### config.mk
export PLATFORM = sky130hd
export DESIGN_NAME = wb_port_arbiter
export DESIGN_NICKNAME = d
export VERILOG_FILES = /design/src/rtl/mips_pkg.sv /design/src/rtl/wb_pend_fifo.sv /design/src/rtl/wb_port_arbiter.sv
export SDC_FILE = /design/constraint.sdc
export NUM_CORES = 1
export LEC_CHECK = 0
export BUFFER_PORTS_ARGS = -buffer_cell sky130_fd_sc_hd__buf_2
export CORE_MARGIN = 5
export CORE_UTILIZATION = 45
export DETAILED_ROUTE_END_ITERATION = 8
export MAX_ROUTING_LAYER = met4
export PLACE_DENSITY_LB_ADDON = 0.05
export SLEW_MARGIN = 20
export SYNTH_ARGS = -nofsm -noshare
export SYNTH_HDL_FRONTEND = slang
export SYNTH_SLANG_ARGS = --single-unit
export TNS_END_PERCENT = 1
### constraint.sdc
create_clock -name clk -period 2.45 [get_ports clk]
set_clock_uncertainty 0.1 [all_clocks]
set_input_delay 0.1225 -clock clk [delete_from_list [all_inputs] [get_ports clk]]
set_output_delay 0.1225 -clock clk [all_outputs]
set_load 0.01 [all_outputs]
### src/rtl/mips_pkg.sv
// Shared register-file definitions for the write-back datapath.
package mips_pkg;

  localparam int unsigned AW = 5;
  localparam int unsigned DW = 32;
  localparam logic [AW-1:0] REG_ZERO = '0;

  typedef struct packed {
    logic          wena;
    logic [AW-1:0] waddr;
    logic [DW-1:0] wdata;
  } wb_req_t;

endpackage

### src/rtl/wb_pend_fifo.sv
// Pending-result FIFO for long-unit write-backs; wena doubles as the per-entry valid bit
// so the hazard compare vector needs no pointer arithmetic.
module wb_pend_fifo
  import mips_pkg::*;
#(
  parameter int unsigned DEPTH = 2
) (
  input  logic                       clk,
  input  logic                       rst_n,
  input  logic                       push_i,
  input  logic                       pop_i,
  input  logic [AW-1:0]              push_addr_i,
  input  logic [DW-1:0]              push_data_i,
  input  logic [AW-1:0]              q_addr_i,
  output wb_req_t                    head_o,
  output logic                       full_o,
  output logic                       empty_o,
  output logic [$clog2(DEPTH):0]     count_o,
  output logic [DEPTH-1:0]           hit_vec_o
);

  localparam int unsigned PtrW = $clog2(DEPTH);
  localparam int unsigned CntW = PtrW + 1;

  wb_req_t             mem_q [DEPTH];
  logic [PtrW-1:0]     wr_ptr_q, rd_ptr_q;
  logic [CntW-1:0]     count_q, count_d;
  logic                do_push, do_pop;

  assign full_o  = (count_q == CntW'(DEPTH));
  assign empty_o = (count_q == '0);
  assign count_o = count_q;
  assign head_o  = mem_q[rd_ptr_q];

  // A full FIFO refuses the push even if a pop frees a slot in the same cycle.
  assign do_push = push_i && !full_o;
  assign do_pop  = pop_i && !empty_o;

  always_comb begin
    count_d = count_q;
    if (do_push && !do_pop) begin
      count_d = count_q + CntW'(1);
    end else if (do_pop && !do_push) begin
      count_d = count_q - CntW'(1);
    end
  end

  always_comb begin
    hit_vec_o = '0;
    for (int i = 0; i < int'(DEPTH); i++) begin
      hit_vec_o[i] = mem_q[i].wena && (mem_q[i].waddr == q_addr_i);
    end
  end

  always_ff @(posedge clk or negedge rst_n) begin
    if (!rst_n) begin
      wr_ptr_q <= '0;
      rd_ptr_q <= '0;
      count_q  <= '0;
      for (int i = 0; i < int'(DEPTH); i++) begin
        mem_q[i] <= '0;
      end
    end else begin
      count_q <= count_d;
      if (do_pop) begin
        mem_q[rd_ptr_q].wena <= 1'b0;
        rd_ptr_q             <= rd_ptr_q + PtrW'(1);
      end
      if (do_push) begin
        mem_q[wr_ptr_q] <= '{wena: 1'b1, waddr: push_addr_i, wdata: push_data_i};
        wr_ptr_q        <= wr_ptr_q + PtrW'(1);
      end
    end
  end

endmodule

### src/rtl/wb_port_arbiter.sv
// Arbitrates the single register-file write port between the WB stage and the long unit,
// with a starvation counter that briefly stalls WB so pending results always drain.
module wb_port_arbiter
  import mips_pkg::*;
#(
  parameter int unsigned DEPTH    = 2,
  parameter int unsigned MAX_WAIT = 4
) (
  input  logic                   clk,
  input  logic                   rst_n,
  input  logic                   pipe_wena_i,
  input  logic [AW-1:0]          pipe_waddr_i,
  input  logic [DW-1:0]          pipe_wdata_i,
  input  logic                   lu_valid_i,
  input  logic [AW-1:0]          lu_waddr_i,
  input  logic [DW-1:0]          lu_wdata_i,
  output logic                   lu_ready_o,
  output logic                   pipe_stall_o,
  output logic                   rf_wena_o,
  output logic [AW-1:0]          rf_waddr_o,
  output logic [DW-1:0]          rf_wdata_o,
  input  logic [AW-1:0]          q_addr_i,
  output logic                   q_hit_o,
  output logic [$clog2(DEPTH):0] pend_cnt_o
);

  localparam int unsigned WaitW = $clog2(MAX_WAIT + 1);

  wb_req_t            head;
  logic               full, empty, pw, starve, push, pop;
  logic               grant_wena, grant_stall;
  logic [DEPTH-1:0]   hit_vec;
  logic [WaitW-1:0]   wait_q, wait_d;

  // Address 0 results complete the handshake but are never stored.
  assign push       = lu_valid_i && !full && (lu_waddr_i != REG_ZERO);
  assign lu_ready_o = !full;

  wb_pend_fifo #(
    .DEPTH (DEPTH)
  ) u_fifo (
    .clk         (clk),
    .rst_n       (rst_n),
    .push_i      (push),
    .pop_i       (pop),
    .push_addr_i (lu_waddr_i),
    .push_data_i (lu_wdata_i),
    .q_addr_i    (q_addr_i),
    .head_o      (head),
    .full_o      (full),
    .empty_o     (empty),
    .count_o     (pend_cnt_o),
    .hit_vec_o   (hit_vec)
  );

  assign pw     = pipe_wena_i && (pipe_waddr_i != REG_ZERO);
  assign starve = !empty && (wait_q >= WaitW'(MAX_WAIT));

  always_comb begin
    grant_wena  = 1'b0;
    grant_stall = 1'b0;
    pop         = 1'b0;
    rf_waddr_o  = pipe_waddr_i;
    rf_wdata_o  = pipe_wdata_i;
    if (starve) begin
      grant_wena  = 1'b1;
      grant_stall = pw;
      pop         = 1'b1;
      rf_waddr_o  = head.waddr;
      rf_wdata_o  = head.wdata;
    end else if (pw) begin
      grant_wena  = 1'b1;
    end else if (!empty) begin
      grant_wena  = 1'b1;
      pop         = 1'b1;
      rf_waddr_o  = head.waddr;
      rf_wdata_o  = head.wdata;
    end
  end

  // Reset must silence the write port immediately, not just at the next edge.
  assign rf_wena_o    = rst_n && grant_wena;
  assign pipe_stall_o = rst_n && grant_stall;
  assign q_hit_o      = (q_addr_i != REG_ZERO) && (|hit_vec);

  always_comb begin
    wait_d = wait_q;
    if (pop || empty) begin
      wait_d = '0;
    end else if (wait_q < WaitW'(MAX_WAIT)) begin
      wait_d = wait_q + WaitW'(1);
    end
  end

  always_ff @(posedge clk or negedge rst_n) begin
    if (!rst_n) begin
      wait_q <= '0;
    end else begin
      wait_q <= wait_d;
    end
  end

endmodule
==> qor.txt <==
TritonCTS clock tree: done
Fin. max-slew vios: 0
Number of global-route vias before repair: 3123
Final WS setup: 0.179 ns
Cell area power density: 1210 mW/mm²
Relative slew slack: 76.9%
Chip Height: 108 µm
Post-Syn Area per Cell: 14.7 µm²
Port buffer count: 125
Seq/Total Area, Yosys: 48.2%
Pleak: 0.00262 µW
Post-Layout Inst Area: 0.00574 mm²
CP Class: input port to flip-flop
Via/cell ratio: 4.92
Row count: 35
Peak VDD IR: 594 µV
Fin nets: 549
RR Endpoint: u_fifo.mem_q[42]
Final WL: 9630 µm
Largest net degree at the start of global routing: 63
R2R setup slack: 0.47 ns
Share of layout cells above drive strength 1: 64.8%
Crit path DAT: 2.41 ns
DRT Pass-1 Iters: 4
Ys flop type: dfrtp_1
Peak Freq: 0.440 GHz
Critical Path Sink Type: flip-flop
Worst hold slack: 0.109 ns
H-tree levels: 3
Wire per inst: 16.1 µm
Initial antenna violation count: 0
Total number of vias: 2942
Skew-Pair Late Insertion Delay: 0.35 ns
Placed cell area: 0.00510 mm²
Post-synth EDFFs: 0
Global-route wire length before repair: 15500 µm
Final HPWL DP: 6680 µm
Initial core utilization: 46.5%
Syn Nets: 379
Root Buffer: clkbuf_8
Hold Vio Cnt, Final: 0
Gpl congestion: 0.791
Final worst-path cycle share: 92.7%
IO Count: 126
# DRC: 0
Worst-path clk slew: 0.08 ns
CP Launch Type: input port
FFs w/ async S/R, synth: 100%
Mapped Area: 0.00431 mm²
Fillers: 781
Max Cap Viol: 0
Yosys warning count: 0
Setup Slack @ Placement: 0.245 ns
Least-Margin Pin Slew: 0.347 ns
Core Region: 0.00928 mm²
Diodes inserted: 0
Post-Syn Instances: 294
Routed Antenna Nets: 0
Die Wd: 108 µm
Total die area: 0.0116 mm²
FF-to-FF Start: u_fifo.count_o[0]
# clock sinks: 83
CP endpoint: u_fifo.mem_q[32]
Hold_sp: pipe_waddr_i[0]
Post-synthesis register bit count: 83
Setup violations, final: 0
CP required: 2.59 ns
Number of DRC markers after the initial detailed-route iteration: 61
Num CTS Buffers: 9
Critical path fanouts, max: 13
Post_cts resized: 0
RSZ-0062 raised after global routing: no
Launch point of the worst path: lu_waddr_i[0]
Total congestion overflow: 0
TNS Setup: 0 ns
Outcome: finished clean
Total GRT Usage: 17.5%
Clock tree buffer depth: 2
Syn-to-layout area delta: 33.1%
HP Class: input port to flip-flop
Count of cell types in the netlist: 32
Final critical path time including I/O delays and setup: 2.27 ns
Worst R2R Path Depth: 5
## state kept, by name (all words and copies together), names as in the netlist
name,flops
u_fifo.count_o,2
u_fifo.mem_q,76
u_fifo.rd_ptr_q,1
u_fifo.wr_ptr_q,1
wait_q,3
## cells in the mapped netlist (2+ instances only)
library cell	n	area (µm²)
buf_6	9	101
or4_1	2	15.0
mux2_2	127	1430
nor2_1	3	11.3
dfrtp_1	83	2080
ha_1	2	25.0
mux2_4	19	285
xor2_1	10	87.6
xnor2_1	5	43.8
and2_1	3	18.8
inv_2	2	7.51
clkbuf_1	4	15.0
nor3_1	2	10.0
nand3_1	2	10.0
mux2_1	2	22.5
nor4_1	3	18.8
## power by group
| part | internal [µW] | switching, µW | leakage [µW] |
|---|---|---|---|
| logic | 2010 | 1300 | 0.00153 |
| registers | 2070 | 402 | 0.000979 |
| clock network | 707 | 490 | 0.000117 |
## cell families after synthesis
group | share of synthesized area (%)
buffers and inverters | 3.16
adders and majority gates | 0.580
xor gates and xnor gates | 3.05
DFF | 48.2
AOI/OAI and AO/OA | 1.62
and+or+nand+nor | 3.13
muxes | 40.3
## worst max-delay path, stage by stage
cell and delay [ns]:
dlygate4sd3_1 0.54, buf_2 0.15, or4_4 0.54, o211ai_4 0.26, inv_2 0.10, nand2_4 0.09, buf_4 0.24, mux2_2 0.36
## cells in the final DEF (no fill, tap or decap), types with 3 or more instances in the layout
master,instances
xor2_1,10
buf_2,124
clkbuf_8,10
bufinv_16,3
buf_4,6
and2_1,3
nor2_1,3
dlygate4sd3_1,40
buf_12,4
mux2_2,127
mux2_4,19
xnor2_1,5
dfrtp_1,82
nor4_1,3
## worst min-delay path by stage
stage / cells after the start / to
2_1_floorplan: 0 / u_fifo.count_o[0]
3_3_place_gp: 1 / u_fifo.mem_q[63]
3_5_place_dp: 1 / u_fifo.mem_q[63]
4_1_cts: 3 / wait_q[0]
5_1_grt: 3 / wait_q[0]
6_report: 3 / wait_q[0]
## repair_timing
action | 4_1_cts | 5_1_grt
hold endpoints to repair | 159 | 0
buffers inserted | 0 | 0
hold buffers | 40 | 0
## per-stage QoR
step	cells	total power, µW	util, %
6_report	598	6970	61.8
5_1_grt	598	7440	61.8
4_1_cts	598	7060	61.8
3_5_place_dp	542	5780	54.9
3_3_place_gp	542	5720	54.9
2_1_floorplan	294	4890	-
## layer usage
layer	part of all wire, %	GRT usage, %
met5	0	-
met4	0.72	3.79
met3	4.3	4.20
met2	48	28.1
met1	47	22.7
## layout make-up
type,instances,area (µm²),share of cell area (%)
Clock inverter,4,97.6,1.70
Clock buffer,12,145,2.53
Multi-Input combinational cell,194,2100,36.7
Inverter,2,7.51,0.131
Sequential cell,83,2080,36.2
Tap cell,129,161,2.81
Timing Repair Buffer,174,1150,20.0
Note: power is estimated with default switching activity, not from simulation.
